--- src/rtl/switchbox_cfg_loader.sv ---
// Serial configuration loader for the switch-box routing matrix: hunts for a sync byte,
// shifts in 18 six-bit route words plus a checksum, and commits them atomically when valid.
module switchbox_cfg_loader #(
  parameter logic [7:0] SYNC_PATTERN   = 8'hA5,
  parameter int         TIMEOUT_CYCLES = 64,
  localparam int        NWORDS         = 18
) (
  input  logic                  clk,
  input  logic                  rst,
  input  logic                  cfg_en,
  input  logic                  cfg_bit,
  output logic [6*NWORDS-1:0]   cfg_words,
  output logic                  cfg_valid,
  output logic                  busy,
  output logic                  cfg_done,
  output logic                  cfg_err,
  output logic [1:0]            err_code,
  output logic [1:0]            dbg_state
);

  // Handshake: cfg_en is a valid-only qualifier with no ready. Every cycle with cfg_en high
  // delivers one cfg_bit; the only state that drops a delivered bit is COMMIT.

  localparam int IW = $clog2(TIMEOUT_CYCLES + 1);

  typedef enum logic [1:0] {
    HUNT    = 2'd0,
    PAYLOAD = 2'd1,
    CHECK   = 2'd2,
    COMMIT  = 2'd3
  } state_t;

  state_t               state, state_n;
  logic [7:0]           window;
  logic [2:0]           bit_in_word;
  logic [4:0]           word_idx;
  logic [5:0]           word_sr;
  logic [6*NWORDS-1:0]  shadow;
  logic [7:0]           sum;
  logic                 range_flag;
  logic [7:0]           chk_sr;
  logic [2:0]           chk_cnt;
  logic [IW-1:0]        idle_cnt;

  logic [7:0]           window_n;
  logic [5:0]           word_n;
  logic [7:0]           chk_n;
  logic                 word_end;
  logic                 last_payload;
  logic                 idle_limit;
  logic                 word_bad;
  logic                 sync_hit;
  logic                 fail_sum;
  logic                 fail_rng;
  logic                 fail_tmo;

  // Legal index range depends on the side the word routes from.
  function automatic logic out_of_range(input logic [5:0] w);
    logic bad;
    case (w[2:0])
      3'd0:       bad = 1'b0;
      3'd1, 3'd3: bad = (w[5:3] > 3'd4);
      3'd2, 3'd4: bad = (w[5:3] > 3'd3);
      default:    bad = 1'b1;
    endcase
    return bad;
  endfunction

  assign window_n     = {window[6:0], cfg_bit};
  assign word_n       = {cfg_bit, word_sr[5:1]};
  assign chk_n        = {cfg_bit, chk_sr[7:1]};
  assign word_end     = (bit_in_word == 3'd5);
  assign last_payload = word_end && (word_idx == 5'(NWORDS - 1));
  assign idle_limit   = !cfg_en && (idle_cnt == IW'(TIMEOUT_CYCLES - 1));
  assign word_bad     = out_of_range(word_n);

  assign busy      = (state != HUNT);
  assign dbg_state = state;

  always_ff @(posedge clk) begin
    if (rst) begin
      state <= HUNT;
    end else begin
      state <= state_n;
    end
  end

  always_comb begin
    state_n  = state;
    sync_hit = 1'b0;
    fail_sum = 1'b0;
    fail_rng = 1'b0;
    fail_tmo = 1'b0;
    case (state)
      HUNT: begin
        if (cfg_en && (window_n == SYNC_PATTERN)) begin
          sync_hit = 1'b1;
          state_n  = PAYLOAD;
        end
      end
      PAYLOAD: begin
        if (cfg_en) begin
          if (last_payload) begin
            state_n = CHECK;
          end
        end else if (idle_limit) begin
          fail_tmo = 1'b1;
          state_n  = HUNT;
        end
      end
      CHECK: begin
        if (cfg_en) begin
          if (chk_cnt == 3'd7) begin
            // Checksum mismatch takes priority over a range violation.
            if (chk_n != sum) begin
              fail_sum = 1'b1;
            end else if (range_flag) begin
              fail_rng = 1'b1;
            end
            state_n = (fail_sum || fail_rng) ? HUNT : COMMIT;
          end
        end else if (idle_limit) begin
          fail_tmo = 1'b1;
          state_n  = HUNT;
        end
      end
      COMMIT: begin
        state_n = HUNT;
      end
      default: begin
        state_n = HUNT;
      end
    endcase
  end

  always_ff @(posedge clk) begin
    if (rst) begin
      window      <= '0;
      bit_in_word <= '0;
      word_idx    <= '0;
      word_sr     <= '0;
      shadow      <= '0;
      sum         <= '0;
      range_flag  <= 1'b0;
      chk_sr      <= '0;
      chk_cnt     <= '0;
      idle_cnt    <= '0;
      cfg_words   <= '0;
      cfg_valid   <= 1'b0;
      cfg_done    <= 1'b0;
      cfg_err     <= 1'b0;
      err_code    <= 2'd0;
    end else begin
      cfg_done <= 1'b0;
      cfg_err  <= 1'b0;
      case (state)
        HUNT: begin
          if (cfg_en) begin
            window <= window_n;
          end
          if (sync_hit) begin
            bit_in_word <= '0;
            word_idx    <= '0;
            sum         <= '0;
            range_flag  <= 1'b0;
            chk_cnt     <= '0;
            idle_cnt    <= '0;
          end
        end
        PAYLOAD: begin
          if (cfg_en) begin
            idle_cnt <= '0;
            word_sr  <= word_n;
            if (word_end) begin
              for (int k = 0; k < NWORDS; k++) begin
                if (word_idx == 5'(k)) begin
                  shadow[6*k +: 6] <= word_n;
                end
              end
              sum         <= sum + {2'b00, word_n};
              range_flag  <= range_flag | word_bad;
              bit_in_word <= '0;
              word_idx    <= word_idx + 5'd1;
            end else begin
              bit_in_word <= bit_in_word + 3'd1;
            end
          end else begin
            idle_cnt <= idle_cnt + 1'b1;
          end
        end
        CHECK: begin
          if (cfg_en) begin
            idle_cnt <= '0;
            chk_sr   <= chk_n;
            chk_cnt  <= chk_cnt + 3'd1;
          end else begin
            idle_cnt <= idle_cnt + 1'b1;
          end
        end
        COMMIT: begin
          cfg_words <= shadow;
          cfg_valid <= 1'b1;
          cfg_done  <= 1'b1;
          err_code  <= 2'd0;
        end
        default: begin
        end
      endcase

      if (fail_sum) begin
        cfg_err  <= 1'b1;
        err_code <= 2'd1;
      end else if (fail_rng) begin
        cfg_err  <= 1'b1;
        err_code <= 2'd2;
      end else if (fail_tmo) begin
        cfg_err  <= 1'b1;
        err_code <= 2'd3;
      end

      // A fresh hunt never matches on bits left over from the previous frame.
      if ((state != HUNT) && (state_n == HUNT)) begin
        window <= '0;
      end
    end
  end

endmodule

--- config.mk ---
export PLATFORM = sky130hd
export DESIGN_NAME = switchbox_cfg_loader
export DESIGN_NICKNAME = d
export VERILOG_FILES = /design/src/rtl/switchbox_cfg_loader.sv
export SDC_FILE = /design/constraint.sdc
export NUM_CORES = 1
export LEC_CHECK = 0
export ABC_CLOCK_PERIOD_IN_PS = 2600
export BUFFER_PORTS_ARGS = -buffer_cell sky130_fd_sc_hd__buf_2
export CORE_MARGIN = 4
export CORE_UTILIZATION = 55
export DETAILED_ROUTE_END_ITERATION = 8
export GPL_ROUTABILITY_DRIVEN = 0
export GPL_TIMING_DRIVEN = 0
export PLACE_DENSITY = 0.88
export SYNTH_ARGS = -nofsm -noshare
export SYNTH_HDL_FRONTEND = slang
export SYNTH_SLANG_ARGS = --single-unit
--- constraint.sdc ---
create_clock -name clk -period 2.6 [get_ports clk]
set_clock_uncertainty 0.1 [all_clocks]
set_input_delay 0.65 -clock clk [delete_from_list [all_inputs] [get_ports clk]]
set_output_delay 0.65 -clock clk [all_outputs]
set_load 0.01 [all_outputs]
==> metrics.md <==
| Metric | Value |
|---|---|
| Status | `finished, final reports clean` |
| RSZ-0062 raised after global routing | `yes` |
| Filler instances | `about 1400` |
| Number of enable flip-flop cells after synthesis | `0` |
| DR vias/cell | `about 5.6` |
| CTS Buf Count | `27` |
| Pre-CTS setup slack | `around 4.5 ps` |
| Sw frac | `0.2627` |
| Min Tclk post-route | `~2500 ps` |
| CTS root buf | `clkbuf_16` |
| Critical path launch point type | `flop` |
| Inst Count DP | `between 1000 and 1500` |
| Count leader, synth | `dfxtp_1` |
| Site Rows | `50` |
| Number of global-route vias before repair | `roughly 8400` |
| Worst path arrival time | `approximately 2800 ps` |
| Leakage power total | `4.809 nW` |
| Int Pwr | `~0.0067 W` |
| CTS clk-pin slew, worst paths | `approximately 60 ps` |
| Largest net degree at the start of global routing | `15` |
| Fmax | `398.8 MHz` |
| Reg power frac | `0.460` |
| Crit share post-route | `0.9643` |
| Grt ovf | `0` |
| Non-filler cells, final | `roughly 1500` |
| FFs w/ async S/R, synth | `0` |
| Critical Path Fanout Max | `9` |
| Starting Density | `0.5629` |
| Routed WL | `26.72 mm` |
| Synthesis Warnings | `0` |
| # nets final | `1238` |
| Slew HR | `0.4149` |
| I/O pin total | `between 100 and 150` |
| Worst EP required | `about 2900 ps` |
| DRT Pass-1 Iters | `7` |
| Top cells by count, synth | `dfxtp_1 (269), nor2_1 (241), mux2i_1 (224)` |
| Setup violators final | `0` |
| CTS tree | `done` |
| CTS sink cnt | `around 270` |
| Setup slack after layout | `92.73 ps` |
| Synth Net Count | `1091` |
| Max-cap violations | `0` |
| HP Class | `flop to flop` |
| Final Core Density | `0.6572` |
| Max-slew violations | `0` |
| Placeable Area | `between 0.015 and 0.02 mm^2` |
| Cell Area, Synth | `between 0.01 and 0.015 mm^2` |
| Post-CTS setup repair buffer count | `0` |
| Synth top area share | `0.5098` |
| Clock group share of total power | `0.420` |
| Die height | `146.6 um` |
| Combinational fraction of design power | `0.120` |
| Sw power | `approximately 0.0024 W` |
| Area after DPL | `roughly 0.011 mm^2` |
| CP Class | `flop to flop` |
| Bufs on Longest Clock Path | `3` |
| Worst-margin pin slew | `approximately 870 ps` |
| Register bit total from synthesis | `around 270` |
| Post-synthesis cell type count | `55` |
| Hold Buf Count CTS | `0` |
| Die X | `approximately 150 um` |
| First-pass GRT wire length | `~43 mm` |
| CP cell instances | `ha_1 -> buf_2 -> nor2b_1 -> nand2_1 -> nor2_2 -> mux2i_1 -> nor2_1` |
| Htree depth | `1` |
| Fin area | `between 0.01 and 0.015 mm^2` |
| ANT nets after route | `0` |
| Post-synth top area cell | `dfxtp_1` |
| Share of layout cells above drive strength 1 | `0.1557` |
| Final Hold Viols | `0` |
| Sequential-to-total area share from yosys stat | `0.5098` |
| Port bufs | `roughly 120` |
| Mapped Cells | `roughly 1100` |
| Wire per inst | `between 15 and 20 um` |
| Antenna violations before repair | `0` |
| Vias | `about 8300` |
| Area grow syn2layout | `16.76%` |
| Critical path capture point type | `flop` |
| PwrDens | `roughly 740 mW/mm^2` |
| Total GRT Usage | `0.2434` |
| Peak supply drop | `0.4474 mV` |
| Die area | `roughly 0.021 mm^2` |
| Main flop type after synthesis | `dfxtp_1` |
| Largest cells by area after synthesis | `dfxtp_1 (51%), mux2i_1 (21%), nor2_1 (8.6%), ha_1 (2.1%), clkbuf_1 (2.1%)` |
| Avg Cell Area, Syn | `9.891 um^2` |
| Final HPWL DP | `~18 mm` |
| Iter 0 DRT Violations | `552` |
| CP max stage delay | `about 470 ps` |
| Latest clock arrival within the worst-skew pair | `between 500 and 600 ps` |
| N_diodes | `0` |
| Drt drc | `0` |
| Slowest-stage cell, CP | `dfxtp_1` |
-- power groups by stage --
stage          clock network (W)  logic [W]  registers, W
2_1_floorplan                  0   0.000742       0.00427
3_3_place_gp                   0    0.00101       0.00428
3_5_place_dp                   0    0.00103       0.00428
4_1_cts                  0.00385    0.00105       0.00419
5_1_grt                  0.00401    0.00118       0.00419
6_report                 0.00382    0.00109       0.00419
-- through the flow --
step	power (W)	setup TNS (ps)	hold WS [ps]
floorplan	0.005016	0	346.6
CTS	0.009081	0	381.4
global route	0.009388	-39.71	413.4
detailed placement	0.005313	0	372.1
global placement	0.005291	0	344.5
finish	0.009106	0	375.9
-- cell families after synthesis --
logic type | synth area share
xor gates and xnor gates | 0.01161
buffers and inverters | 0.03008
adders and majority gates | 0.02321
and+or+nand+nor | 0.1568
AOI/OAI and AO/OA | 0.05626
DFF | 0.5098
muxes | 0.2122
-- sequential cells by signal (all words and copies together), names as in the netlist --
name	cells
cfg_words	108
shadow	108
sum	8
chk_sr	7
idle_cnt	7
window	7
word_idx	5
word_sr	5
bit_in_word	3
chk_cnt	3
dbg_state	2
err_code	2
cfg_done	1
cfg_err	1
cfg_valid	1
range_flag	1
-- cell type report --
cell class / count / area, um^2 / area share
Clock buffer: 38 / 767.0 / 0.06218
Clock inverter: 9 / 106.4 / 0.008622
Tap cell: 234 / 292.8 / 0.02374
Timing Repair Buffer: 118 / 590.6 / 0.04788
Multi-Input combinational cell: 718 / 4870 / 0.3948
Sequential cell: 269 / 5385 / 0.4366
Buffer: 68 / 274.0 / 0.02222
Inverter: 13 / 48.80 / 0.003956
-- worst max-delay path: cells and delay by family (launching register included) --
family	cells	cell delay [ps]
muxes	1	280
DFF	1	470
and+or+nand+nor	4	1160
buffers and inverters	1	190
adders and majority gates	1	180
-- layer usage --
| metal | routed length, um | up-vias | global-route usage | part of all wire |
|---|---|---|---|---|
| met5 | 0 | - | 0 | 0 |
| met4 | 912 | 0 | 0.09548 | 0.034 |
| met3 | 1876 | 69 | 0.04780 | 0.070 |
| met2 | 12870 | 312 | 0.4132 | 0.48 |
| met1 | 11060 | 3962 | 0.3054 | 0.41 |
| li1 | - | 3913 | - | - |
-- placed cells by master, fill, tap and decap left out, types with 5 or more instances in the layout --
| cell | Yosys | layout |
|---|---|---|
| inv_1 | 13 | 13 |
| buf_2 | 5 | 123 |
| o21ai_0 | 18 | 18 |
| nor2_1 | 241 | 240 |
| clkbuf_16 | 0 | 27 |
| ha_1 | 18 | 18 |
| mux2i_1 | 224 | 224 |
| nand2b_1 | 5 | 5 |
| xnor2_1 | 10 | 10 |
| a211oi_1 | 11 | 11 |
| clkbuf_1 | 58 | 62 |
| nor2_2 | 11 | 12 |
| nor3_1 | 5 | 5 |
| a21oi_1 | 35 | 35 |
| clkbuf_8 | 0 | 5 |
| nand2_1 | 49 | 48 |
| nand3_1 | 16 | 16 |
| nand3b_1 | 6 | 6 |
| dfxtp_1 | 269 | 269 |
| nor2_8 | 5 | 5 |
| a31oi_1 | 6 | 6 |
-- path summary, 6_finish.rpt --
check	depth (start not counted)	to	from	slack (ps)
setup / recovery	7	shadow[61]	dbg_state[0]	90
hold / removal	2	chk_sr[1]	chk_sr[1]	380
setup reg to reg	7	shadow[61]	dbg_state[0]	90
hold reg to reg	2	chk_sr[1]	chk_sr[1]	380
-- repair_timing --
item | CTS | global route
resized for setup | 2 | 5
endpoints found under the setup margin | 19 | 18
pin swaps | 0 | 0
Power figures use the tool's default switching activity.
